==> src/rtl/uart_txfun.sv <==
// UART transmitter: accepts one byte over a valid/ready handshake and sends
// start bit, LSB-first data, optional parity and 1 or 2 stop bits on tx_pin.
module uart_txfun #(
    parameter int CLK_FRE   = 50,
    parameter int BAUD_RATE = 115200,
    parameter int DATA_BITS = 8,
    parameter int PARITY    = 0,
    parameter int STOP_BITS = 1
) (
    input  logic       clock,
    input  logic       nreset,
    input  logic [7:0] tx_data,
    input  logic       tx_data_valid,
    output logic       tx_data_ready,
    output logic       tx_pin,
    output logic       tx_busy
);

    localparam int              CPB       = (CLK_FRE * 1_000_000) / BAUD_RATE;
    localparam int              CW        = (CPB > 1) ? $clog2(CPB) : 1;
    localparam logic [CW-1:0]   CNT_LAST  = CW'(CPB - 1);
    localparam logic [2:0]      DATA_LAST = 3'(DATA_BITS - 1);
    localparam logic [2:0]      STOP_LAST = 3'(STOP_BITS - 1);
    localparam logic            ODD_MODE  = (PARITY == 1);

    typedef enum logic [2:0] {
        ST_IDLE,
        ST_START,
        ST_DATA,
        ST_PARITY,
        ST_STOP
    } state_t;

    state_t                 state_q, state_d;
    logic [CW-1:0]          cnt_q, cnt_d;
    logic [2:0]             idx_q, idx_d;
    logic [DATA_BITS-1:0]   shift_q, shift_d;
    logic                   par_q, par_d;
    logic                   pin_q, pin_d;
    logic                   ready_q, ready_d;
    logic                   busy_q, busy_d;
    logic                   bit_end;

    assign bit_end = (cnt_q == CNT_LAST);

    always_ff @(posedge clock or negedge nreset) begin
        if (!nreset) begin
            state_q <= ST_IDLE;
            cnt_q   <= '0;
            idx_q   <= '0;
            shift_q <= '0;
            par_q   <= 1'b0;
            pin_q   <= 1'b1;
            ready_q <= 1'b1;
            busy_q  <= 1'b0;
        end else begin
            state_q <= state_d;
            cnt_q   <= cnt_d;
            idx_q   <= idx_d;
            shift_q <= shift_d;
            par_q   <= par_d;
            pin_q   <= pin_d;
            ready_q <= ready_d;
            busy_q  <= busy_d;
        end
    end

    always_comb begin
        state_d = state_q;
        cnt_d   = cnt_q;
        idx_d   = idx_q;
        shift_d = shift_q;
        par_d   = par_q;

        // The baud counter free-runs through every bit of a frame and wraps
        // at each bit boundary; it stays parked at zero while idle.
        if (state_q != ST_IDLE) begin
            cnt_d = bit_end ? '0 : cnt_q + 1'b1;
        end

        case (state_q)
            ST_IDLE: begin
                if (tx_data_valid && ready_q) begin
                    state_d = ST_START;
                    cnt_d   = '0;
                    idx_d   = '0;
                    shift_d = tx_data[DATA_BITS-1:0];
                    par_d   = (^tx_data[DATA_BITS-1:0]) ^ ODD_MODE;
                end
            end
            ST_START: begin
                if (bit_end) begin
                    state_d = ST_DATA;
                    idx_d   = '0;
                end
            end
            ST_DATA: begin
                if (bit_end) begin
                    shift_d = shift_q >> 1;
                    if (idx_q == DATA_LAST) begin
                        idx_d   = '0;
                        state_d = (PARITY != 0) ? ST_PARITY : ST_STOP;
                    end else begin
                        idx_d = idx_q + 3'd1;
                    end
                end
            end
            ST_PARITY: begin
                if (bit_end) begin
                    state_d = ST_STOP;
                    idx_d   = '0;
                end
            end
            ST_STOP: begin
                if (bit_end) begin
                    if (idx_q == STOP_LAST) begin
                        state_d = ST_IDLE;
                        idx_d   = '0;
                    end else begin
                        idx_d = idx_q + 3'd1;
                    end
                end
            end
            default: begin
                state_d = ST_IDLE;
                cnt_d   = '0;
                idx_d   = '0;
            end
        endcase
    end

    // Outputs are decoded from the next state so they leave a flop in the
    // same cycle the state register changes.
    always_comb begin
        pin_d   = 1'b1;
        ready_d = (state_d == ST_IDLE);
        busy_d  = (state_d != ST_IDLE);
        case (state_d)
            ST_START:  pin_d = 1'b0;
            ST_DATA:   pin_d = shift_d[0];
            ST_PARITY: pin_d = par_d;
            default:   pin_d = 1'b1;
        endcase
    end

    assign tx_pin        = pin_q;
    assign tx_data_ready = ready_q;
    assign tx_busy       = busy_q;

endmodule

==> config.mk <==
export PLATFORM = sky130hd
export DESIGN_NAME = uart_txfun
export DESIGN_NICKNAME = d
export VERILOG_FILES = /design/src/rtl/uart_txfun.sv
export SDC_FILE = /design/constraint.sdc
export NUM_CORES = 1
export LEC_CHECK = 0
export BUFFER_PORTS_ARGS = -buffer_cell sky130_fd_sc_hd__buf_2
export CAP_MARGIN = 20
export CORE_AREA = 2 2 58 60
export DETAILED_ROUTE_END_ITERATION = 8
export DIE_AREA = 0 0 60 62
export PLACE_DENSITY = 0.7
export SLEW_MARGIN = 20
export SYNTH_ARGS = -nofsm -noshare
export SYNTH_HDL_FRONTEND = slang
export SYNTH_SLANG_ARGS = --single-unit
==> constraint.sdc <==
create_clock -name clock -period 2.9 [get_ports clock]
set_clock_uncertainty 0.15 [all_clocks]
set_input_delay 0.58 -clock clock [delete_from_list [all_inputs] [get_ports clock]]
set_output_delay 0.58 -clock clock [all_outputs]
set_load 0.02 [all_outputs]
Word-level counts from Yosys, hierarchy flattened:

Index checks and enable logic that the tools add are counted.
W data, S select, Z words.

* logic and storage cells: 61
* register bits after elaboration: 27
* input bits: 11
* output and inout port bits: 3

* mux-type cells: 25
* $add $sub $neg: 2
* reduce and logical (&&, ||, !) cells: 12
* equal/unequal tests: 13

Operator list (count)
* $mux W3: 13
* $mux W9: 3
* $pmux W9 S2: 1
* $mux W8: 2
* $pmux W8 S2: 1
* $pmux W3 S5: 1
* $eq A3 B2 Y1 const B: 4
* $pmux W3 S4: 1
* $add A9 B1 Y9 const B: 1
* $eq A9 B9 Y1 const B: 1
* $logic_not A3 Y1: 3
* $reduce_xor A8 Y1: 1
* $eq A3 B1 Y1 const B: 2
* $eq A3 B3 Y1 const B: 2
* $ne A2 B2 Y1 const B: 3
* $reduce_bool A3 Y1: 2
* $reduce_and A4 Y1: 1
* $reduce_or A4 Y1: 1
* $add A3 B1 Y3 const B: 1
* $pmux W1 S3: 1
* $reduce_and A3 Y1: 1
* $mux W1: 2
* $ne A2 B1 Y1 const B: 1
* $reduce_bool A2 Y1: 1
* 2 further kinds: 2

Logic depth before layout (Yosys ltp):

Gate-level depths: netlist of the first run.

* depth in word-level cells: 6
* depth in mapped cells: 8
* mapped depth without buffers: 7

Worst setup path before layout of the first run:

Ideal clock, no wire load.

* kind: reg-to-reg
* start point: register cnt_q[1]
* end point: register busy_q, in the netlist tx_busy
* data arrival time: 1.670 ns
* setup time: 0.131 ns
* required time: 2.619 ns
* clock period less this slack: 1.952 ns
* setup slack: 0.948 ns
* stages on the path, launching flop included: 8
* buffers on the path: 0
* cells stage by stage: dfrtp_1 -> inv_1 -> ha_1 -> nand4b_1 -> or3b_4 -> a32oi_4 -> inv_2 -> or3_1

* cells in the longest elaborated chain, start to end: 4
* elaborated cells on any way between the ends: 7
* those cells by class: 1 x eq/ne; 5 x mux; 1 x reduce/logical

Ends and longest elaborated chain
* start: declaration: RTL line 35 `logic [CW-1:0] cnt_q, cnt_d;`
* start signal: assignment: RTL line 58 `cnt_q <= cnt_d;`
* $eq A9 B9 Y1 (*): RTL line 44 `assign bit_end = (cnt_q == CNT_LAST);`
* $mux W3, on equally long branches
* $pmux W3 S5 (*): RTL line 81 `case (state_q)`
* named net state_d[1]: RTL line 34 `state_t state_q, state_d;`
* $reduce_bool A3 Y1 (*): RTL line 137 `busy_d = (state_d != ST_IDLE);`
* named net busy_d: RTL line 41 `logic busy_q, busy_d;`
* end signal: assignment: RTL line 64 `busy_q <= busy_d;`
* end: declaration: RTL line 41

Mark *: on every way through the listed nets, which the timed path passes. The rest lies on a longest branch.
A chain may end at the register's enable or synchronous reset.

Worst setup path in the final report of the first run:

* start point: register cnt_q[1]
* end point: register idx_q[2]

* cells in the longest elaborated chain, start to end: 3
* elaborated cells on any way between the ends: 5
* those cells by class: 4 x eq/ne; 1 x reduce/logical

Ends and longest elaborated chain
* $eq A9 B9 Y1 (*): RTL line 44
* $ne A2 B2 Y1 (no line) / $ne A2 B1 Y1 (equally long branches)
* $reduce_and A4 Y1 (no line) (*)
* end signal: assignment: RTL line 59 `idx_q <= idx_d;`
* end: declaration: RTL line 36 `logic [2:0] idx_q, idx_d;`

Every way passes the cells marked *; elsewhere a longest branch is shown, timed or not.

==> metrics.yaml, run 1 <==
setup_path:
  startpoint_type: "flip-flop"
  crit_top_cell: "a21oi_1"
  crit_required_ns: 3.01
  critPathMaxFanout: 14
  crit_buf_inv: 1
  rr_worst_depth: 7
  cp_data_arrival_time_ns: 2.38
  regToRegStartpoint: "cnt_q[1]"
  critPathMaxStageDelay_ns: 0.52
  endpoint_kind: "flip-flop"
  crit_path_cell_trace: "inv_1 -> ha_1 -> nand4b_1 -> nor2_1 -> o32a_1 -> a21oi_1 -> a21oi_1"
  path_delay_family: "compound AO/OA/AOI/OAI gates"
  worst_path_max_delay_cell: "o32a_1"
  r2r_setup_slack_ns: 0.63
  r2r-end: "idx_q[2]"
  path_class: "flip-flop to flip-flop"
cts:
  cts_max_level: 1
  cts_buffer_depth: 2
  cts-buffers-inserted: 3
  postCtsHoldBufs: 0
  clockRootBuffer: "clkbuf_4"
  cts_num_sinks: 27
  tritoncts: "done"
  cts_resized: 0
  clkLatencyLatePin_ns: 0.32
  postCtsSetupRepairBufs: 0
  clk_pin_slew_ns: 0.14
logic_synthesis:
  yosys_most_used_dff: "dfrtp_1"
  syn_area_um2: 1463
  ys_seq_area_frac: 0.4636
  syn_avg_cell_area_um2: 10.16
  syn_nets: 160
  yosys.cell_types.count: 41
  synth_seq_cells: 27
  postSynth.asyncResetShare: 1.000
  syn_inst: 144
  yosysWarnings: 0
  synth_edf_count: 0
die:
  die_x_um: 60
  start_util: 0.4601
  rows: 21
  io_pins: 14
  fp.dieArea_um2: 3720
  dieHeight_um: 62
  core_area_um2: 3179
finish:
  fillerInstances: 307
  layout-drive-gt1-share: 0.1720
  finalNetCount: 174
  diodes: 0
  most-common-layout-cells: "dfrtp_1 (25), nand2_1 (18), nor2_1 (13), buf_2 (13), xnor2_1 (11)"
  mostFrequentLayoutCell: "dfrtp_1"
  synthToLayoutAreaGrowth_pct: 8.383
run:
  maxCapViolCount: 0
grt:
  grt_pass1_vias: 1068
  grt_pass1_wl_um: 4609
  grt_max_degree: 28
  antenna_found_initial: 0
  grt_usage: 0.1659
  grt_overflow: 0
sta:
  hold_slack_ns: 0.09482
  hold_viol_final: 0
  slew_headroom: 0.6014
  period_minus_slack_ns: 2.273
  period_share: 0.7839
  worst_pin_slew_ns: 0.5979
  drv_slew: 0
  tns_ns: 0
  setup_viol: 0
  fmax_ghz: 0.4399
  rsz0062_at_grt: "false"
placed_design:
  io_buffers: 13
  hpwlAfterDp_um: 1922
  gp_congestion: 0.8688
drt:
  drt_pass1_iterations: 4
  antenna_left: 0
  wl_met2_um: 1277
  wl_met3_um: 75
  via_count: 1053
  met1_length_um: 1222
  top_layer_used: "met4"
  drt_iter0_drc: 30
  totalWireLength_um: 2606
  vias_per_cell: 5.187
  wl_per_cell_um: 12.84
  route.detailed.drc: 0
pwr:
  total_power_uw: 569.4
  p_leak_uw: 0.0007286
  ir_worst_vdd_mv: 0.2544
  powerDensity_nw_per_um2: 359.2
run_status:
  status: "completed"
worst_hold_path:
  holdCritPathClass: "primary input to asynchronous set/reset pin"
## how the worst max path moves through the flow
stage,startpoint,endpoint,cells past startpoint
2_1_floorplan,cnt_q[1],tx_busy,7
4_1_cts,cnt_q[1],idx_q[2],7
5_1_grt,cnt_q[1],idx_q[2],7
3_3_place_gp,state_q[2],tx_pin,5
6_report,cnt_q[1],idx_q[2],7
3_5_place_dp,cnt_q[1],idx_q[2],7
## worst reg2reg max path, cell delays in order (launching register included)
cell and delay [ns]:
dfrtp_1 0.45, inv_1 0.09, ha_1 0.15, nand4b_1 0.17
nor2_1 0.42, o32a_1 0.52, a21oi_1 0.13, a21oi_1 0.13
## cells in the mapped netlist, types with 2 or more instances
cell type / number / area [µm²]
xnor2_1: 11 / 96.34
dfrtp_1: 25 / 625.6
xor2_1: 3 / 26.28
nand2_1: 18 / 67.56
o21ai_0: 5 / 25.02
a22oi_1: 6 / 45.04
or2_2: 2 / 12.51
nor2b_1: 2 / 12.51
a21oi_1: 4 / 20.02
and3_1: 3 / 18.77
nor2_1: 13 / 48.80
o22ai_1: 2 / 12.51
and2_1: 2 / 12.51
inv_1: 4 / 15.01
ha_1: 5 / 62.56
or3_1: 2 / 12.51
dfstp_2: 2 / 52.55
o32ai_1: 2 / 17.52
nor3_1: 5 / 25.02
and4_1: 2 / 17.52
nand3_1: 4 / 20.02
buf_2: 3 / 15.01
## area by class of cell
| type | instances | area (µm²) | area share |
|---|---|---|---|
| clock buffer | 4 | 26.28 | 0.01657 |
| inverter | 5 | 18.77 | 0.01184 |
| multi-input combinational | 107 | 732.0 | 0.4617 |
| sequential | 27 | 678.2 | 0.4278 |
| tap | 46 | 57.56 | 0.03631 |
| timing repair buffer | 14 | 72.57 | 0.04578 |
## power by group
group | switching, µW | internal, µW
clock network | 105 | 53.8
logic | 18.2 | 15.4
registers | 0 | 377
## sequential cells by signal (all words and copies together), names as in the netlist
signal / flops
par_q: 1
tx_data_ready: 1
shift_q: 8
state_q: 3
cnt_q: 9
idx_q: 3
tx_pin: 1
tx_busy: 1
## cells by family after synthesis
logic type	Yosys count	share of synthesized area
buffers and inverters	10	0.03592
adders and majority gates	6	0.04962
DFF	27	0.4636
xor gates and xnor gates	14	0.08383
AOI/OAI and AO/OA	26	0.1369
and+or+nand+nor	61	0.2301
## per-layer routing
| layer | vias up | GRT usage |
|---|---|---|
| met3 | 4 | 0.03934 |
| met5 | - | 0 |
| met1 | 499 | 0.2050 |
| met4 | 0 | 0.04444 |
| met2 | 18 | 0.2919 |
| li1 | 532 | - |
## through the flow
step	utilization	cell area [µm²]	cells	setup slack (ns)
floorplan	-	1463	144	0.9483
global placement	0.4904	1559	199	0.7706
detailed placement	0.4904	1559	199	0.7236
CTS	0.4986	1585	203	0.6577
global route	0.4986	1585	203	0.3738
finish	0.4986	1585	203	0.6267
(Power assumes the default switching activity.)
==> inputs of run 2 (changes only) <==
clock period = 2.2 ns   (was 2.9 ns; I/O delays follow)
==> run 2 against run 1 <==
Against the previous run:
- clock-buffer cell count stayed put
- power is 33% higher
- critical path depth is 1 lower
- cell count is 3.4% higher
- worst hold slack better by 0.099 ns
- die area stayed put
- clock power is 33% higher
- sequential power is 32% higher
- routed wire length is 0.92% lower
- setup slack worse by 0.52 ns
- sequential cell count stayed put
- register-to-register slack worse by 0.52 ns
==> metrics.yaml, run 2 (synthesis gave the netlist of run 1 again) <==
worst_hold_path:
  holdCritStartpoint: "tx_data[7]"
  holdCritPathClass: "primary input to flip-flop"  # was primary input to asynchronous set/reset pin
  hold_end: "shift_q[7]"
  hold_depth: 3
drt:
  via_count: 1071  # was 1053
  wl_per_cell_um: 12.30  # was 12.84 µm
  totalWireLength_um: 2582  # was 2606 µm
  drt_pass1_iterations: 4  # unchanged
  route.detailed.drc: 0  # unchanged
  vias_per_cell: 5.100  # was 5.187
  drt_iter0_drc: 29  # was 30
  antenna_left: 0  # unchanged
grt:
  grt_overflow: 0  # unchanged
  grtUsageMet1: 0.1950  # was 0.2050
  grt_pass1_vias: 1038  # was 1068
  grt_pass1_wl_um: 4471  # was 4609 µm
  top_usage_layer: "met2"  # unchanged
  grt_usage: 0.1621  # was 0.1659
  grtUsageMet3: 0.03727  # was 0.03934
  use_met2: 0.2857  # was 0.2919
  grt_max_degree: 28  # unchanged
  antenna_found_initial: 0  # unchanged
pwr:
  ir_worst_vdd_mv: 0.2682  # was 0.2544 mV
  powerDensity_nw_per_um2: 460.7  # was 359.2 nW/µm²
  p_leak_uw: 0.0007642  # was 0.0007286 µW
setup_path:
  critPathMaxStageDelay_ns: 0.46  # was 0.52 ns
  worst_path_max_delay_cell: "dfrtp_1"  # was o32a_1
  crit_path_cell_trace: "ha_1 -> nand4b_1 -> or3b_4 -> a32oi_4 -> inv_2 -> or3_1"  # was inv_1 -> ha_1 -> nand4b_1 -> nor2_1 -> o32a_1 -> a21oi_1 -> a21oi_1
  regToRegStartpoint: "cnt_q[0]"  # was cnt_q[1]
  r2r_setup_slack_ns: 0.11  # was 0.63 ns
  endpoint_kind: "flip-flop"  # unchanged
  path_class: "flip-flop to flip-flop"  # unchanged
  startpoint_type: "flip-flop"  # unchanged
  r2r-end: "tx_busy"  # was idx_q[2]
  cp_data_arrival_time_ns: 2.15  # was 2.38 ns
  crit_required_ns: 2.27  # was 3.01 ns
  critPathMaxFanout: 5  # was 14
  rr_worst_depth: 6  # was 7
die:
  rows: 21  # unchanged
  io_pins: 14  # unchanged
  start_util: 0.4601  # unchanged
  core_area_um2: 3179  # unchanged
  dieHeight_um: 62  # unchanged
  fp.dieArea_um2: 3720  # unchanged
  die_x_um: 60  # unchanged
finish:
  reg_top3: "cnt_q x9, shift_q x8"  # unchanged
  seq_area_um2: 678.2  # unchanged
  multiInputGateArea_um2: 732.0  # unchanged
  fillerInstances: 300  # was 307
  mostFrequentLayoutCell: "dfrtp_1"  # unchanged
  layout-drive-gt1-share: 0.2012  # was 0.1720
  synthToLayoutAreaGrowth_pct: 12.15  # was 8.383%
  most-common-layout-cells: "dfrtp_1 (25), nand2_1 (18), nor2_1 (13), buf_2 (13), xnor2_1 (11)"  # unchanged
  diodes: 0  # unchanged
  regMostFlops: "cnt_q"  # unchanged
  finalNetCount: 181  # was 174
  largest_reg_flops: 9  # unchanged
cts:
  clkLatencyLatePin_ns: 0.32  # about the same
  cts_buffer_depth: 2  # unchanged
  clockRootBuffer: "clkbuf_4"  # unchanged
  tritoncts: "done"  # unchanged
  cts-buffers-inserted: 3  # unchanged
  cts_resized: 0  # unchanged
  cts_max_level: 1  # unchanged
  cts_num_sinks: 27  # unchanged
  clk_pin_slew_ns: 0.14  # about the same
sta:
  postLayoutSetupSlackWorst_ns: 0.1114  # was 0.6267 ns
  drv_slew: 0  # unchanged
  fmax_ghz: 0.4788  # was 0.4399 GHz
  slew_headroom: 0.6054  # was 0.6014
  worst_pin_slew_ns: 0.5919  # was 0.5979 ns
  period_share: 0.9494  # was 0.7839
  period_minus_slack_ns: 2.089  # was 2.273 ns
  tns_ns: 0  # unchanged
  setup_viol: 0  # unchanged
  rsz0062_at_grt: "false"  # unchanged
  hold_viol_final: 0  # unchanged
placed_design:
  hpwlAfterDp_um: 1936  # was 1922 µm
  gp_congestion: 0.8014  # was 0.8688
  io_buffers: 13  # unchanged
  post-place-ws_ns: 0.1317  # was 0.7236 ns
run_status:
  status: "completed"  # unchanged
run:
  maxCapViolCount: 0  # unchanged
run 2: cell types whose count changed in the layout (fill, tap and decap cells not counted):
cell and change:
buf_4 +6, dlygate4sd3_1 +1
run 2: area by class of cell:
| cell class | instances | share of cell area |
|---|---|---|
| Multi-Input combinational cell | 107 | 0.4462 |
| Sequential cell | 27 | 0.4134 |
| Clock buffer | 4 | 0.01602 |
| Tap cell | 46 | 0.03509 |
| Timing Repair Buffer | 21 | 0.07780 |
| Inverter | 5 | 0.01144 |
run 2: metal layers:
layer  vias to the layer above  part of all wire
met4                         0            0.0097
met2                        16              0.50
met1                       509              0.46
li1                        544                 -
met5                         -                 0
met3                         2             0.029
run 2: repair_timing:
action                                 4_1_cts  5_1_grt
endpoints found under the hold margin       25        0
hold buffers                                 1        0
setup endpoints to repair                    0        1
setup buffers                                0        1
run 2: where the power goes:
part	switching, µW	internal, µW
combinational	25.9	21.5
clock	141	71.0
sequential	0	497
total	167	589
run 2: worst max-delay path by stage:
stage                   from       to  slack (ns)
CTS                 cnt_q[1]  tx_busy         0.1
global placement    cnt_q[1]  tx_busy        0.17
global route        cnt_q[0]  tx_busy       0.005
finish              cnt_q[0]  tx_busy        0.11
floorplan           cnt_q[1]  tx_busy        0.25
detailed placement  cnt_q[1]  tx_busy        0.13
run 2: critical path, delay by kind of cell, from the launching register on:
family                   cells  cell delay [ns]
AND/OR/NAND/NOR              3             0.91
AO/OA/AOI/OAI                1             0.21
adder cells (fa/ha/maj)      1             0.17
flip-flops                   1             0.46
buffers and inverters        1             0.07
run 2: through the flow:
step                      total power (µW)  hold WS, ns    util  cells  cell area (µm²)
after floorplan                      527.0    -0.005591       -    144             1463
after global placement               550.5       0.3120  0.5022    204             1597
after detailed placement             552.9       0.3176  0.5022    204             1597
after CTS                            772.0       0.1817  0.5136    209             1633
after global routing                 792.7       0.1824  0.5159    210             1640
final                                755.7       0.1940  0.5159    210             1640
==> inputs of run 3 (changes only) <==
CELL_PAD_IN_SITES_DETAIL_PLACEMENT = 0   (was unset)
CELL_PAD_IN_SITES_GLOBAL_PLACEMENT = 2   (was unset)
CORE_AREA = 2 2 66 68   (was 2 2 58 60)
DIE_AREA = 0 0 68 70   (was 0 0 60 62)
PLACE_DENSITY = 0.8   (was 0.7)
==> run 3 against run 2 <==
Against the previous run:
- utilization down 11 points
- largest cell class unchanged
- largest power group unchanged
- sequential power about the same
- final area up 1.4%
- fmax down 0.31%
- critical endpoint unchanged
- routed wire length up 7.7%
==> metrics.yaml, run 3 (synthesis gave the netlist of run 1 again) <==
finish:
  largest_reg_flops: 9  # unchanged
  final_cell_count_no_fill: 216  # was 210
  mostFrequentLayoutCell: "dfrtp_1"  # unchanged
  utilization: 0.4016  # was 0.5159
  most-common-layout-cells: "dfrtp_1 (25), nand2_1 (18), nor2_1 (13), buf_2 (13), xnor2_1 (11)"  # unchanged
  synthToLayoutAreaGrowth_pct: 13.77  # was 12.15%
  diodes: 0  # unchanged
  finalNetCount: 181  # unchanged
  regMostFlops: "cnt_q"  # unchanged
  layout-drive-gt1-share: 0.2073  # was 0.2012
  reg_top3: "cnt_q x9, shift_q x8"  # unchanged
setup_path:
  crit_buf_inv: 2  # was 1
  startpoint_type: "flip-flop"  # unchanged
  worst_path_max_delay_cell: "or3b_4"  # was dfrtp_1
  critPathMaxStageDelay_ns: 0.45  # was 0.46 ns
  crit_required_ns: 2.22  # was 2.27 ns
  r2r-end: "tx_busy"  # unchanged
  path_delay_family: "simple AND/OR/NAND/NOR gates"  # unchanged
  cp_data_arrival_time_ns: 2.11  # was 2.15 ns
  regToRegStartpoint: "cnt_q[1]"  # was cnt_q[0]
  crit_path_cell_trace: "inv_1 -> ha_1 -> nand4b_1 -> or3b_4 -> a32oi_4 -> inv_2 -> or3_1"  # was ha_1 -> nand4b_1 -> or3b_4 -> a32oi_4 -> inv_2 -> or3_1
  r2r_setup_slack_ns: 0.10  # was 0.11 ns
  endpoint_kind: "flip-flop"  # unchanged
  path_class: "flip-flop to flip-flop"  # unchanged
  rr_worst_depth: 7  # was 6
  critPathMaxFanout: 5  # unchanged
die:
  io_pins: 14  # unchanged
  start_util: 0.3530  # was 0.4601
  rows: 24  # was 21
  die_x_um: 68  # was 60 µm
  fp.dieArea_um2: 4760  # was 3720 µm²
  core_area_um2: 4144  # was 3179 µm²
  dieHeight_um: 70  # was 62 µm
drt:
  wl_per_cell_um: 12.88  # was 12.30 µm
  drt_iter0_drc: 34  # was 29
  vias_per_cell: 5.009  # was 5.100
  via_count: 1082  # was 1071
  route.detailed.drc: 0  # unchanged
  drt_pass1_iterations: 4  # unchanged
  totalWireLength_um: 2782  # was 2582 µm
  antenna_left: 0  # unchanged
cts:
  cts-buffers-inserted: 3  # unchanged
  postCtsHoldBufs: 0  # was 1
  tritoncts: "done"  # unchanged
  cts_buffer_depth: 2  # unchanged
  cts_num_sinks: 27  # unchanged
  clk_pin_slew_ns: 0.10  # was 0.14 ns
  clkLatencyLatePin_ns: 0.28  # was 0.32 ns
  clockRootBuffer: "clkbuf_8"  # was clkbuf_4
  cts_max_level: 1  # unchanged
pwr:
  p_leak_uw: 0.0007720  # was 0.0007642 µW
  powerDensity_nw_per_um2: 500.9  # was 460.7 nW/µm²
  ir_worst_vdd_mv: 0.2006  # was 0.2682 mV
sta:
  setup_viol: 0  # unchanged
  drv_slew: 0  # unchanged
  worst_pin_slew_ns: 0.6262  # was 0.5919 ns
  hold_slack_ns: 0.009511  # was 0.1940 ns
  period_minus_slack_ns: 2.095  # was 2.089 ns
  period_share: 0.9524  # was 0.9494
  slew_headroom: 0.5825  # was 0.6054
  postLayoutSetupSlackWorst_ns: 0.1048  # was 0.1114 ns
  hold_viol_final: 0  # unchanged
  rsz0062_at_grt: "true"  # was false
  fmax_ghz: 0.4773  # was 0.4788 GHz
run_status:
  status: "completed"  # unchanged
worst_hold_path:
  holdCritPathClass: "primary input to asynchronous set/reset pin"  # was primary input to flip-flop
placed_design:
  gp_congestion: 0.7448  # was 0.8014
  place_inst: 210  # was 204
  io_buffers: 13  # unchanged
  hpwlAfterDp_um: 2043  # was 1936 µm
  post-place-ws_ns: 0.09321  # was 0.1317 ns
grt:
  antenna_found_initial: 0  # unchanged
  grt_max_degree: 28  # unchanged
  grt_overflow: 0  # unchanged
  grt_pass1_vias: 1113  # was 1038
  grt_usage: 0.1396  # was 0.1621
  grt_pass1_wl_um: 5078  # was 4471 µm
run:
  maxCapViolCount: 0  # unchanged
## run 3: metal layers
metal | share of wire | vias to the layer above | track usage | routed length, µm
li1 | - | 541 | - | -
met1 | 0.48 | 518 | 0.1794 | 1348
met2 | 0.46 | 16 | 0.2222 | 1284
met3 | 0.027 | 7 | 0.02576 | 75
met4 | 0.026 | 0 | 0.06667 | 73
met5 | 0 | - | 0 | 0
## run 3: cell type report
cell class                      instances  area [µm²]
Multi-Input combinational cell        107       732.0
Fill cell                             401        2480
Clock buffer                            4       45.04
Inverter                                5       18.77
Timing Repair Buffer                   21       125.1
Tap cell                               52       65.06
Sequential cell                        27       678.2
## run 3: worst max path at each step
stage | from | end | slack, ns | cells past startpoint
after floorplan | cnt_q[1] | tx_busy | 0.25 | 7
after global placement | cnt_q[1] | tx_busy | 0.16 | 7
after detailed placement | cnt_q[1] | tx_busy | 0.09 | 7
after CTS | cnt_q[1] | tx_busy | 0.08 | 7
after global routing | cnt_q[1] | tx_busy | -0.01 | 7
final | cnt_q[1] | tx_busy | 0.10 | 7
## run 3: per-stage QoR
step                      power [µW]  setup TNS [ns]  cell area, µm²
after CTS                      842.3               0            1649
final                          833.6               0            1664
after detailed placement       551.4               0            1604
after global routing           866.2        -0.01232            1664
after floorplan                527.0               0            1463
after global placement         551.0               0            1604
## run 3: worst reg2reg max path: cells and delay by family (launching register included)
family          cells  cell delay, ns
fa+ha+maj           1            0.13
compound gates      1            0.21
simple gates        3            0.93
buf+inv             2            0.13
flops               1            0.43
## run 3: power breakdown
part | switching [µW] | internal (µW) | leakage, µW
sequential | 0 | 496 | 0.000339
clock | 163 | 130 | 0.0000228
combinational | 24.3 | 20.3 | 0.000410
total | 187 | 647 | 0.000772
## run 3: repair_timing
action / 4_1_cts / 5_1_grt
hold endpoints to repair: 0 / 0
buffers inserted: 0 / 2
gates resized for setup: 0 / 0
setup endpoints to repair: 0 / 1
